===== src/rtl/key_filter.sv =====
// ---------------------------------------------------------------------------
// key_filter -- four-channel push-button debouncer with press/release pulses,
// debounced level and optional long-press detection.
//
// Build option:
//   LONG_PRESS_EN  when defined, each channel gets a 27-bit hold counter and
//                  key_long pulses once per press after LONG_MAX cycles held.
//                  When undefined, key_long is tied to 4'b0000.
//
// Ports:
//   sys_clk    in   system clock, rising edge
//   sys_rst_n  in   asynchronous active-low reset
//   key_in     in   [3:0] raw buttons, active-low, asynchronous to sys_clk
//   key_flag   out  [3:0] one-cycle pulse on debounced press
//   key_rel    out  [3:0] one-cycle pulse on debounced release
//   key_state  out  [3:0] debounced level, 1 = held
//   key_long   out  [3:0] one-cycle long-press pulse
// ---------------------------------------------------------------------------

// Per-channel debounce FSM. Outputs are registered; the output process
// computes their next values from the current and next state.
module key_filter_chan #(
    parameter logic [19:0] CNT_MAX  = 20'd999_999,
    parameter logic [26:0] LONG_MAX = 27'd99_999_999
) (
    input  logic sys_clk,
    input  logic sys_rst_n,
    input  logic key_sync,
    output logic key_flag,
    output logic key_rel,
    output logic key_state,
    output logic key_long
);

    typedef enum logic [1:0] {
        IDLE       = 2'd0,
        PRESS_FILT = 2'd1,
        DOWN       = 2'd2,
        REL_FILT   = 2'd3
    } state_t;

    state_t      state, state_nxt;
    logic [19:0] cnt, cnt_nxt;
    logic        flag_nxt, rel_nxt, lvl_nxt;

    // State register plus registered outputs
    always_ff @(posedge sys_clk or negedge sys_rst_n) begin
        if (!sys_rst_n) begin
            state     <= IDLE;
            cnt       <= '0;
            key_flag  <= 1'b0;
            key_rel   <= 1'b0;
            key_state <= 1'b0;
        end else begin
            state     <= state_nxt;
            cnt       <= cnt_nxt;
            key_flag  <= flag_nxt;
            key_rel   <= rel_nxt;
            key_state <= lvl_nxt;
        end
    end

    // Next-state logic
    always_comb begin
        state_nxt = state;
        case (state)
            IDLE:       if (!key_sync) state_nxt = PRESS_FILT;
            PRESS_FILT: begin
                if (key_sync)             state_nxt = IDLE;
                else if (cnt == CNT_MAX)  state_nxt = DOWN;
            end
            DOWN:       if (key_sync) state_nxt = REL_FILT;
            REL_FILT: begin
                if (!key_sync)            state_nxt = DOWN;
                else if (cnt == CNT_MAX)  state_nxt = IDLE;
            end
            default:    state_nxt = IDLE;
        endcase
    end

    // Output / counter logic. The counter only advances while a filter
    // state persists, so it stops at CNT_MAX and is zero on every entry.
    always_comb begin
        cnt_nxt  = '0;
        flag_nxt = (state == PRESS_FILT) && (state_nxt == DOWN);
        rel_nxt  = (state == REL_FILT)   && (state_nxt == IDLE);
        lvl_nxt  = (state_nxt == DOWN) || (state_nxt == REL_FILT);
        if (((state == PRESS_FILT) || (state == REL_FILT)) && (state_nxt == state))
            cnt_nxt = cnt + 20'd1;
    end

`ifdef LONG_PRESS_EN
    logic [26:0] hold;
    logic        long_done;

    // Hold counter runs in DOWN, freezes in REL_FILT (so a release glitch
    // does not restart it) and clears elsewhere, which covers the clear on
    // entry from PRESS_FILT. key_long registers the saturated count seen on
    // the previous cycle; long_done suppresses repeats within one press.
    always_ff @(posedge sys_clk or negedge sys_rst_n) begin
        if (!sys_rst_n) begin
            hold      <= '0;
            long_done <= 1'b0;
            key_long  <= 1'b0;
        end else begin
            key_long <= 1'b0;
            case (state)
                DOWN: begin
                    if (hold != LONG_MAX) begin
                        hold <= hold + 27'd1;
                    end else if (!long_done) begin
                        key_long  <= 1'b1;
                        long_done <= 1'b1;
                    end
                end
                REL_FILT: ;
                default: begin
                    hold      <= '0;
                    long_done <= 1'b0;
                end
            endcase
        end
    end
`else
    logic unused_long;
    assign unused_long = ^LONG_MAX;
    assign key_long    = 1'b0;
`endif

endmodule

module key_filter #(
    parameter logic [19:0] CNT_MAX  = 20'd999_999,
    parameter logic [26:0] LONG_MAX = 27'd99_999_999
) (
    input  logic       sys_clk,
    input  logic       sys_rst_n,
    input  logic [3:0] key_in,
    output logic [3:0] key_flag,
    output logic [3:0] key_rel,
    output logic [3:0] key_state,
    output logic [3:0] key_long
);

    logic [3:0] key_meta, key_sync;

    // Two-flop synchronizer; resets to released so no false press on reset exit
    always_ff @(posedge sys_clk or negedge sys_rst_n) begin
        if (!sys_rst_n) begin
            key_meta <= 4'b1111;
            key_sync <= 4'b1111;
        end else begin
            key_meta <= key_in;
            key_sync <= key_meta;
        end
    end

    for (genvar i = 0; i < 4; i++) begin : g_chan
        key_filter_chan #(
            .CNT_MAX  (CNT_MAX),
            .LONG_MAX (LONG_MAX)
        ) u_chan (
            .sys_clk   (sys_clk),
            .sys_rst_n (sys_rst_n),
            .key_sync  (key_sync[i]),
            .key_flag  (key_flag[i]),
            .key_rel   (key_rel[i]),
            .key_state (key_state[i]),
            .key_long  (key_long[i])
        );
    end

endmodule


===== config.mk =====
export PLATFORM = sky130hd
export DESIGN_NAME = key_filter
export DESIGN_NICKNAME = d
export VERILOG_FILES = /design/src/rtl/key_filter.sv
export SDC_FILE = /design/constraint.sdc
export NUM_CORES = 1
export LEC_CHECK = 0
export CELL_PAD_IN_SITES_DETAIL_PLACEMENT = 1
export CELL_PAD_IN_SITES_GLOBAL_PLACEMENT = 1
export CORE_MARGIN = 2
export CORE_UTILIZATION = 43
export CTS_CLUSTER_SIZE = 25
export DETAILED_ROUTE_END_ITERATION = 10
export GPL_TIMING_DRIVEN = 0
export PLACE_DENSITY = 0.85
export REMOVE_ABC_BUFFERS = 1
export SLEW_MARGIN = 20
export SYNTH_ARGS = -nofsm -noshare
export SYNTH_HDL_FRONTEND = slang
export SYNTH_SLANG_ARGS = --single-unit

===== constraint.sdc =====
create_clock -name sys_clk -period 1.79 [get_ports sys_clk]
set_input_delay 0.179 -clock sys_clk [delete_from_list [all_inputs] [get_ports sys_clk]]
set_output_delay 0.179 -clock sys_clk [all_outputs]
set_load 0.01 [all_outputs]

# ---- Word-level counts from Yosys, hierarchy flattened
# Cells that the tools add are included.
dict set report word_totals {
  out_inout_bits 16
  reg_bits 108
  elab_cells 114
  inputBits 6
}
dict set report op_classes {
  n_reduce_logical 28
  addsub 4
  n_eq_ne 28
  muxes 32
}
# operator n
set ops {}
lappend ops {{$add 20x1->20 const B} 4}
lappend ops {{$eq 20x20->1 const B} 4}
lappend ops {{$mux 20} 4}
lappend ops {{$mux 2} 24}
lappend ops {{$eq 2x2->1 const B} 16}
lappend ops {{$pmux 2 s4} 4}
lappend ops {{$logic_not 2->1} 8}
lappend ops {{$logic_and 1x1->1} 12}
lappend ops {{$eq 2x1->1 const B} 4}
lappend ops {{$eq 2x2->1} 4}
lappend ops {{$logic_or 1x1->1} 8}

# ---- Logic depth before layout (Yosys ltp)
# Gate-level depths: netlist of the first run.
dict set report logic_depth {
  ltp_word 7
  mapped_depth 7
  ltp_nobuf 5
}

# ---- By module
# Synthesis of the first run repeated with hierarchy kept, for this count alone.
dict set report hier_totals {
  hier_cells 480
  area_unflattened_um2 5149.9
}
# module n_inst area_each_um2 cells_per_inst
set by_module_without_submodules {}
lappend by_module_without_submodules {key_filter_chan 4 1234.9 118}
lappend by_module_without_submodules {key_filter 1 210.2 8}

# ---- Worst setup path before layout of the first run
# No wires, ideal clock.
dict set report synth_path {
  kind {register to register}
  startpoint {register g_chan[3].u_chan.cnt[0]}
  endpoint {register g_chan[3].u_chan.cnt[18]}
  path_buffers 1
  arrival_time_ns 1.845
  path_stages_with_launch 7
  setup_time_ns 0.078
  setup_slack_ns -0.133
  cell_sequence {dfrtp_1 ha_1 nand2_1 or4_1 buf_2 or4_1 a21oi_1}
}
dict set report synth_between {
  elab_chain_len 7
  word_cells_on_any_way 10
  cone_classes {add/sub: 1; eq/ne: 2; mux: 6; reduce/logical: 1}
}
# element line_no
set synth_rtl {}
lappend synth_rtl {{start, declared} 43} ;# logic [19:0] cnt, cnt_nxt;
lappend synth_rtl {{start signal, assigned} 56} ;# cnt <= cnt_nxt;
lappend synth_rtl {{$eq 20x20->1} {70, 75}}
lappend synth_rtl {{$mux 2 (on tied branches)} {75, 70}}
lappend synth_rtl {{$mux 2 (on tied branches)} {74, 69}}
lappend synth_rtl {{$pmux 2 s4} 66} ;# case (state)
lappend synth_rtl {{$eq 2x2->1} 88} ;# if (((state == PRESS_FILT) || (state == REL_FILT)) && (state_nxt == state))
lappend synth_rtl {{$logic_and 1x1->1} 88}
lappend synth_rtl {{$mux 20 *} 88}
lappend synth_rtl {{via g_chan[3].u_chan.cnt_nxt[18]} 43}
# Mark *: on every way through the listed nets, which the timed path passes. The rest lies on a longest branch.

# ---- Final worst setup path of the first run
dict set report layout_path {
  startpoint {register g_chan[3].u_chan.cnt[9]}
  endpoint {register g_chan[3].u_chan.cnt[18]}
}
# Same word-level chain as after synthesis.

==> flow_metrics.py, run 1 <==
metrics = {
    "run_status": {
        "status": "finished, violations left",
        "violations": "design-rule violations, negative setup slack",
    },
    "detailed_routing": {
        "wl_met3_um": 346,
        "wl_met1_um": 5320,
        "routed_wl_um": 12600,
        "vias": 3978,
        "route.detailed.drc": 2,
        "wl_per_cell_um": 17.8,
        "wl_met2_um": 6660,
        "viasPerCell": 5.61,
        "drt_iter0_markers": 164,
        "highest-signal-layer": "met4",
        "ant_nets": 0,
        "first_pass_iters": 7,
    },
    "sta": {
        "fin_ws_ps": -137,
        "setup_violations": 6,
        "rsz0062_at_grt": "true",
        "fin_skew_ps": 8.77,
        "period_share_pct": 108,
        "final.setup.tns_ps": -565,
        "fmax_mhz": 519,
        "period_needed_ps": 1930,
        "maxSlewViolCount": 0,
        "hold_viol": 0,
    },
    "synth": {
        "syn_inst": 510,
        "synth_top_area_share_pct": 49.1,
        "synthAdderAreaFrac_pct": 0.982,
        "synth_edf_count": 0,
        "syn_avg_cell_area_um2": 9.99,
        "yosysSeqAreaShare_pct": 53.2,
        "synthArstFlopShare_pct": 100,
        "syn_area_um2": 5100,
        "synth_cell_type_count": 41,
        "synth.area.top_cells": "dfrtp_1 49%, xnor2_1 6.5%, nor2_1 5.5%",
        "synthMuxAreaShare_pct": 1.57,
        "synth_top_family_by_area": "simple AND/OR/NAND/NOR gates",
        "yosysWarningCount": 0,
        "ys_seq_elements": 108,
        "synth_ff_type": "dfrtp_1",
        "synth_compound_area_share_pct": 5.82,
        "synth_area_leader_cell": "dfrtp_1",
        "synth_xor_area_share_pct": 9.11,
        "synth_simple_gate_area_share_pct": 24.1,
    },
    "finish": {
        "fin_nets": 571,
        "design_area_um2": 6240,
        "antenna_cells": 0,
        "final_common_cell": "dfrtp_1",
        "mostFrequentLayoutCells": "82 x dfrtp_1, 73 x nor2_1, 45 x buf_4",
        "drive_gt1_share_pct": 24.6,
        "syn2layout_area_growth_pct": 22.5,
        "nFillCells": 1248,
        "stdcell_count": 709,
    },
    "cts": {
        "cts_max_level": 3,
        "ctsLongestPathBuffers": 2,
        "cts_tree": "done",
        "worstSkewPairLatency_ps": 360,
        "numCtsBuffers": 9,
        "clkSinkCount": 108,
        "clk_pin_slew_ps": 70,
        "root_buffer": "clkbuf_16",
    },
    "floorplanning": {
        "die_w_um": 113,
        "coreArea_um2": 11500,
        "start_util_pct": 44.3,
        "die_area_um2": 12700,
        "pin_count": 22,
        "die_h_um": 113,
        "rows": 39,
    },
    "placed_design": {
        "io_buffers": 17,
        "place_congestion": 0.809,
        "hpwl_um": 7300,
        "place_ws_ps": -364,
        "dp.cells": 645,
        "place_area_um2": 5330,
    },
    "grt": {
        "grt_pass1_wl_um": 20300,
        "overflow": 0,
        "grt_max_degree": 73,
        "grtUsageTotal_pct": 19.9,
        "grt_pass1_vias": 4109,
        "antenna_found_initial": 0,
    },
    "min_path": {
        "hold_class": "input pin to register",
        "hold_path.startpoint": "key_in[0]",
    },
    "run": {
        "maxCapViolCount": 0,
    },
    "critical_path": {
        "max_stage_delay_ps": 500,
        "critPathLaunch": "g_chan[3].u_chan.cnt[9]",
        "path_max_fanout": 4,
        "end_kind": "register",
        "reg2reg_from": "g_chan[3].u_chan.cnt[9]",
        "cp_data_arrival_time_ps": 2210,
        "critPathTopFamily": "simple AND/OR/NAND/NOR gates",
        "critical_path_class": "register to register",
        "path_cells": "nand4_1 > buf_4 > or4_4 > or4_1 > a21oi_2",
        "crit_buf_inv": 1,
        "required_ps": 2070,
        "cp_slowest_cell": "or4_1",
        "crit_path_start_kind": "register",
    },
    "power": {
        "p_total_uw": 4550,
        "p_leak_uw": 0.00245,
        "power.density_nw_per_um2": 729,
        "ir_worst_vdd_v": 0.000856,
    },
}
[final timing paths]
path,to,slack (ps),cells past startpoint
max,g_chan[3].u_chan.cnt[18],-140,5
min,key_meta[0],230,1
max reg2reg,g_chan[3].u_chan.cnt[18],-140,5
min reg2reg,key_sync[2],360,0
max in group asynchronous,key_sync[3],810,3
min in group asynchronous,g_chan[1].u_chan.cnt[16],280,2
[metrics by stage]
stage	hold slack (ps)	util [%]
floorplan	-117	-
global placement	346	45.9
detailed placement	101	46.2
CTS	213	51.7
global route	213	54.2
finish	228	54.2
[layout make-up]
type | instances | area, µm² | area share [%]
sequential | 108 | 2740 | 43.8
multi-input combinational | 353 | 2390 | 38.2
timing repair buffer | 66 | 569 | 9.12
clock buffer | 10 | 239 | 3.83
tap | 143 | 179 | 2.87
inverter | 23 | 86.3 | 1.38
clock inverter | 6 | 46.3 | 0.742
[sequential cells by signal (all words and copies together) (netlist names)]
register,flops
g_chan.u_chan.key_rel,4
key_sync,4
g_chan.u_chan.key_state,4
g_chan.u_chan.state,8
g_chan.u_chan.cnt,80
g_chan.u_chan.key_flag,4
key_meta,4
[report_power, final]
part	switching [µW]	internal [µW]	leakage (µW)	total, µW
logic	104	47.2	0.000872	151
clock network	914	992	0.000135	1910
registers	21.9	2470	0.00144	2490
[synth_stat cells, types with 2 or more instances]
master,count
dfrtp_1,100
nor2_1,74
xnor2_1,38
nand3_1,28
nand2_1,25
a21oi_1,23
inv_1,23
nand4_1,19
buf_4,16
nor4_1,15
xor2_1,15
nor3_1,13
or3_1,13
or4_1,13
clkbuf_1,12
o31ai_1,11
o21ai_0,10
and3_1,9
dfstp_2,8
mux2i_1,8
and4_1,5
ha_1,4
a21o_1,3
nand3b_1,3
and2_1,2
nor2b_1,2
nor3b_1,2
o41ai_1,2
or2_2,2
[layer usage]
metal	vias up	GRT usage (%)
li1	1857	-
met1	2037	24.1
met2	56	35.4
met3	28	5.09
met4	0	5.45
met5	-	0
[kinds of logic after synthesis]
kind of cell | after synthesis
compound gates | 50
flops | 108
mux | 8
other cells | 1
simple gates | 233
xor+xnor | 53
buf+inv | 53
fa+ha+maj | 4
[timing repair]
action,in CTS,in global routing
hold endpoints to repair,33,0
pin swaps,16,15
hold buffers,1,0
setup endpoints to repair,87,75
resized for setup,37,34
cloned,1,0
setup buffers,23,23
(Power assumes the default switching activity.)
==> inputs of run 2 (changes only) <==
--- a/config.mk
+++ b/config.mk
@@ -5,10 +5,8 @@
 export SDC_FILE = /design/constraint.sdc
 export NUM_CORES = 1
 export LEC_CHECK = 0
-export CELL_PAD_IN_SITES_DETAIL_PLACEMENT = 1
-export CELL_PAD_IN_SITES_GLOBAL_PLACEMENT = 1
 export CORE_MARGIN = 2
-export CORE_UTILIZATION = 43
+export CORE_UTILIZATION = 54
 export CTS_CLUSTER_SIZE = 25
 export DETAILED_ROUTE_END_ITERATION = 10
 export GPL_TIMING_DRIVEN = 0
==> run 2 against run 1 <==
  * The run ends with negative setup slack left
  * Die area down 20%
  * Critical path depth unchanged
  * Clock skew about the same
  * Via count up 0.90%
  * Flip-flop and latch count unchanged
  * First-iteration DRC count up 23%
  * Power down 9.1%
==> flow_metrics.py, run 2 (synthesized netlist as in run 1, its figures left out) <==
metrics = {
    "critical_path": {
        "timing.rr.end": "g_chan[3].u_chan.cnt[19]",
        "required_ps": 2100,
        "crit_path_start_kind": "register",
        "cp_common_cell": "or4_4",
        "critical_path_depth": 5,
        "critPathTopFamily": "simple AND/OR/NAND/NOR gates",
        "crit_buf_inv": 1,
        "critical_path_class": "register to register",
        "r2r_cells": 5,
        "path_cells": "buf_6 > nand3_4 > or4_4 > or4_4 > a21oi_2",
        "cp_data_arrival_time_ps": 2180,
        "end_kind": "register",
        "path_max_fanout": 8,
        "reg2reg_from": "g_chan[3].u_chan.cnt[1]",
        "cp_slowest_cell": "or4_4",
        "max_stage_delay_ps": 600,
        "rrSetupSlack_ps": -70,
    },
    "floorplanning": {
        "coreArea_um2": 9200,
        "die_h_um": 101,
        "die_w_um": 101,
        "start_util_pct": 55.4,
        "rows": 35,
        "die_area_um2": 10200,
        "pin_count": 22,
    },
    "grt": {
        "antenna_found_initial": 0,
        "grt_pass1_vias": 3882,
        "grt_max_degree": 63,
        "grtUsageTotal_pct": 21.7,
        "grt_pass1_wl_um": 17900,
        "overflow": 0,
    },
    "finish": {
        "stdcell_count": 680,
        "drive_gt1_share_pct": 24.6,
        "largest_register_ffs": 80,
        "top_register": "g_chan.u_chan.cnt",
        "final_common_cell": "dfrtp_1",
        "syn2layout_area_growth_pct": 20.8,
        "final_util_pct": 66.9,
        "fin_nets": 574,
        "antenna_cells": 0,
        "reg_top3": "g_chan.u_chan.cnt x80, g_chan.u_chan.state x8",
        "design_area_um2": 6150,
        "mostFrequentLayoutCells": "85 x dfrtp_1, 73 x nor2_1, 47 x buf_4",
    },
    "power": {
        "internal-power_uw": 3170,
        "ir_worst_vdd_v": 0.000452,
        "power.density_nw_per_um2": 672,
        "pwr-share-seq_pct": 60.2,
        "switchingPower_uw": 961,
        "switching_share_pct": 23.2,
        "p_leak_uw": 0.00244,
        "combPwrFrac_pct": 3.9,
        "power.share.clock_pct": 35.8,
    },
    "run_status": {
        "status": "finished, violations left",
        "violations": "negative setup slack",
    },
    "cts": {
        "ctsLongestPathBuffers": 2,
        "root_buffer": "clkbuf_8",
        "clkSinkCount": 108,
        "clk_pin_slew_ps": 100,
        "cts_tree": "done",
        "worstSkewPairLatency_ps": 370,
        "numCtsBuffers": 9,
        "cts_max_level": 3,
    },
    "placed_design": {
        "io_buffers": 17,
        "place_area_um2": 5290,
        "dp.cells": 613,
        "place_congestion": 0.854,
        "hpwl_um": 6360,
    },
    "min_path": {
        "hold_class": "input pin to register",
        "hold_end": "key_meta[2]",
        "hold_path.startpoint": "key_in[2]",
        "hold_depth": 1,
    },
    "sta": {
        "setup_violations": 9,
        "period_share_pct": 104,
        "fin_ws_ps": -75.0,
        "maxSlewViolCount": 0,
        "holdWs_ps": 202,
        "fin_skew_ps": 8.72,
        "hold_viol": 0,
        "rsz0062_at_grt": "true",
        "period_needed_ps": 1860,
        "fmax_mhz": 536,
    },
    "detailed_routing": {
        "wl_met2_um": 6180,
        "wl_met3_um": 396,
        "wl_per_cell_um": 17.1,
        "route.detailed.drc": 0,
        "highest-signal-layer": "met4",
        "routed_wl_um": 11700,
        "viasPerCell": 5.90,
        "first_pass_iters": 5,
        "vias": 4014,
        "ant_nets": 0,
        "drt_iter0_markers": 201,
        "wl_met1_um": 4790,
    },
    "run": {
        "maxCapViolCount": 0,
    },
}
-- run 2: repair_timing --
| item | CTS | global route |
|---|---|---|
| buffers inserted | 25 | 24 |
| pin swaps | 10 | 19 |
| setup endpoints to repair | 69 | 71 |
| endpoints found under the hold margin | 46 | 0 |
| hold buffers | 1 | 0 |
| cloned | 1 | 0 |
| gates resized for setup | 23 | 51 |
-- run 2: metrics by stage --
| stage | setup TNS [ps] | setup WS (ps) | power, µW |
|---|---|---|---|
| after floorplan | -10650 | -538 | 2580 |
| after global placement | -378590 | -3320 | 2650 |
| after detailed placement | -11460 | -350 | 2670 |
| after CTS | -152 | -59.5 | 4140 |
| after global routing | -1340 | -192 | 4260 |
| final | -453 | -75.0 | 4140 |
-- run 2: layout make-up --
class                   instances  area (µm²)
inverters                      23        86.3
flip-flops and latches        108        2730
clock inverters                 6        65.1
multi-input cells             353        2410
fillers                       625        3040
repair buffers                 69         596
well taps                     111         139
clock buffers                  10         128
-- run 2: layer usage --
| layer | GRT usage (%) | vias up |
|---|---|---|
| met5 | 0 | - |
| met2 | 37.4 | 112 |
| li1 | - | 1872 |
| met3 | 4.55 | 29 |
| met1 | 27.6 | 2001 |
| met4 | 7.28 | 0 |
-- run 2: power by group through the flow --
stage / registers (µW) / logic [µW] / clock network [µW]
floorplan: 2530 / 45.5 / 0
global placement: 2530 / 114 / 0
detailed placement: 2530 / 131 / 0
CTS: 2490 / 149 / 1500
global route: 2490 / 181 / 1590
finish: 2490 / 163 / 1480
-- run 2: worst max-delay path by stage --
stage / endpoint / from / slack [ps]
6_report: g_chan[3].u_chan.cnt[19] / g_chan[3].u_chan.cnt[1] / -70
5_1_grt: g_chan[2].u_chan.cnt[18] / g_chan[2].u_chan.cnt[1] / -190
4_1_cts: g_chan[3].u_chan.cnt[18] / g_chan[3].u_chan.cnt[1] / -60
3_5_place_dp: g_chan[3].u_chan.cnt[18] / g_chan[3].u_chan.cnt[0] / -350
3_3_place_gp: g_chan[1].u_chan.cnt[17] / sys_rst_n / -3320
2_1_floorplan: g_chan[1].u_chan.cnt[10] / g_chan[1].u_chan.cnt[0] / -540
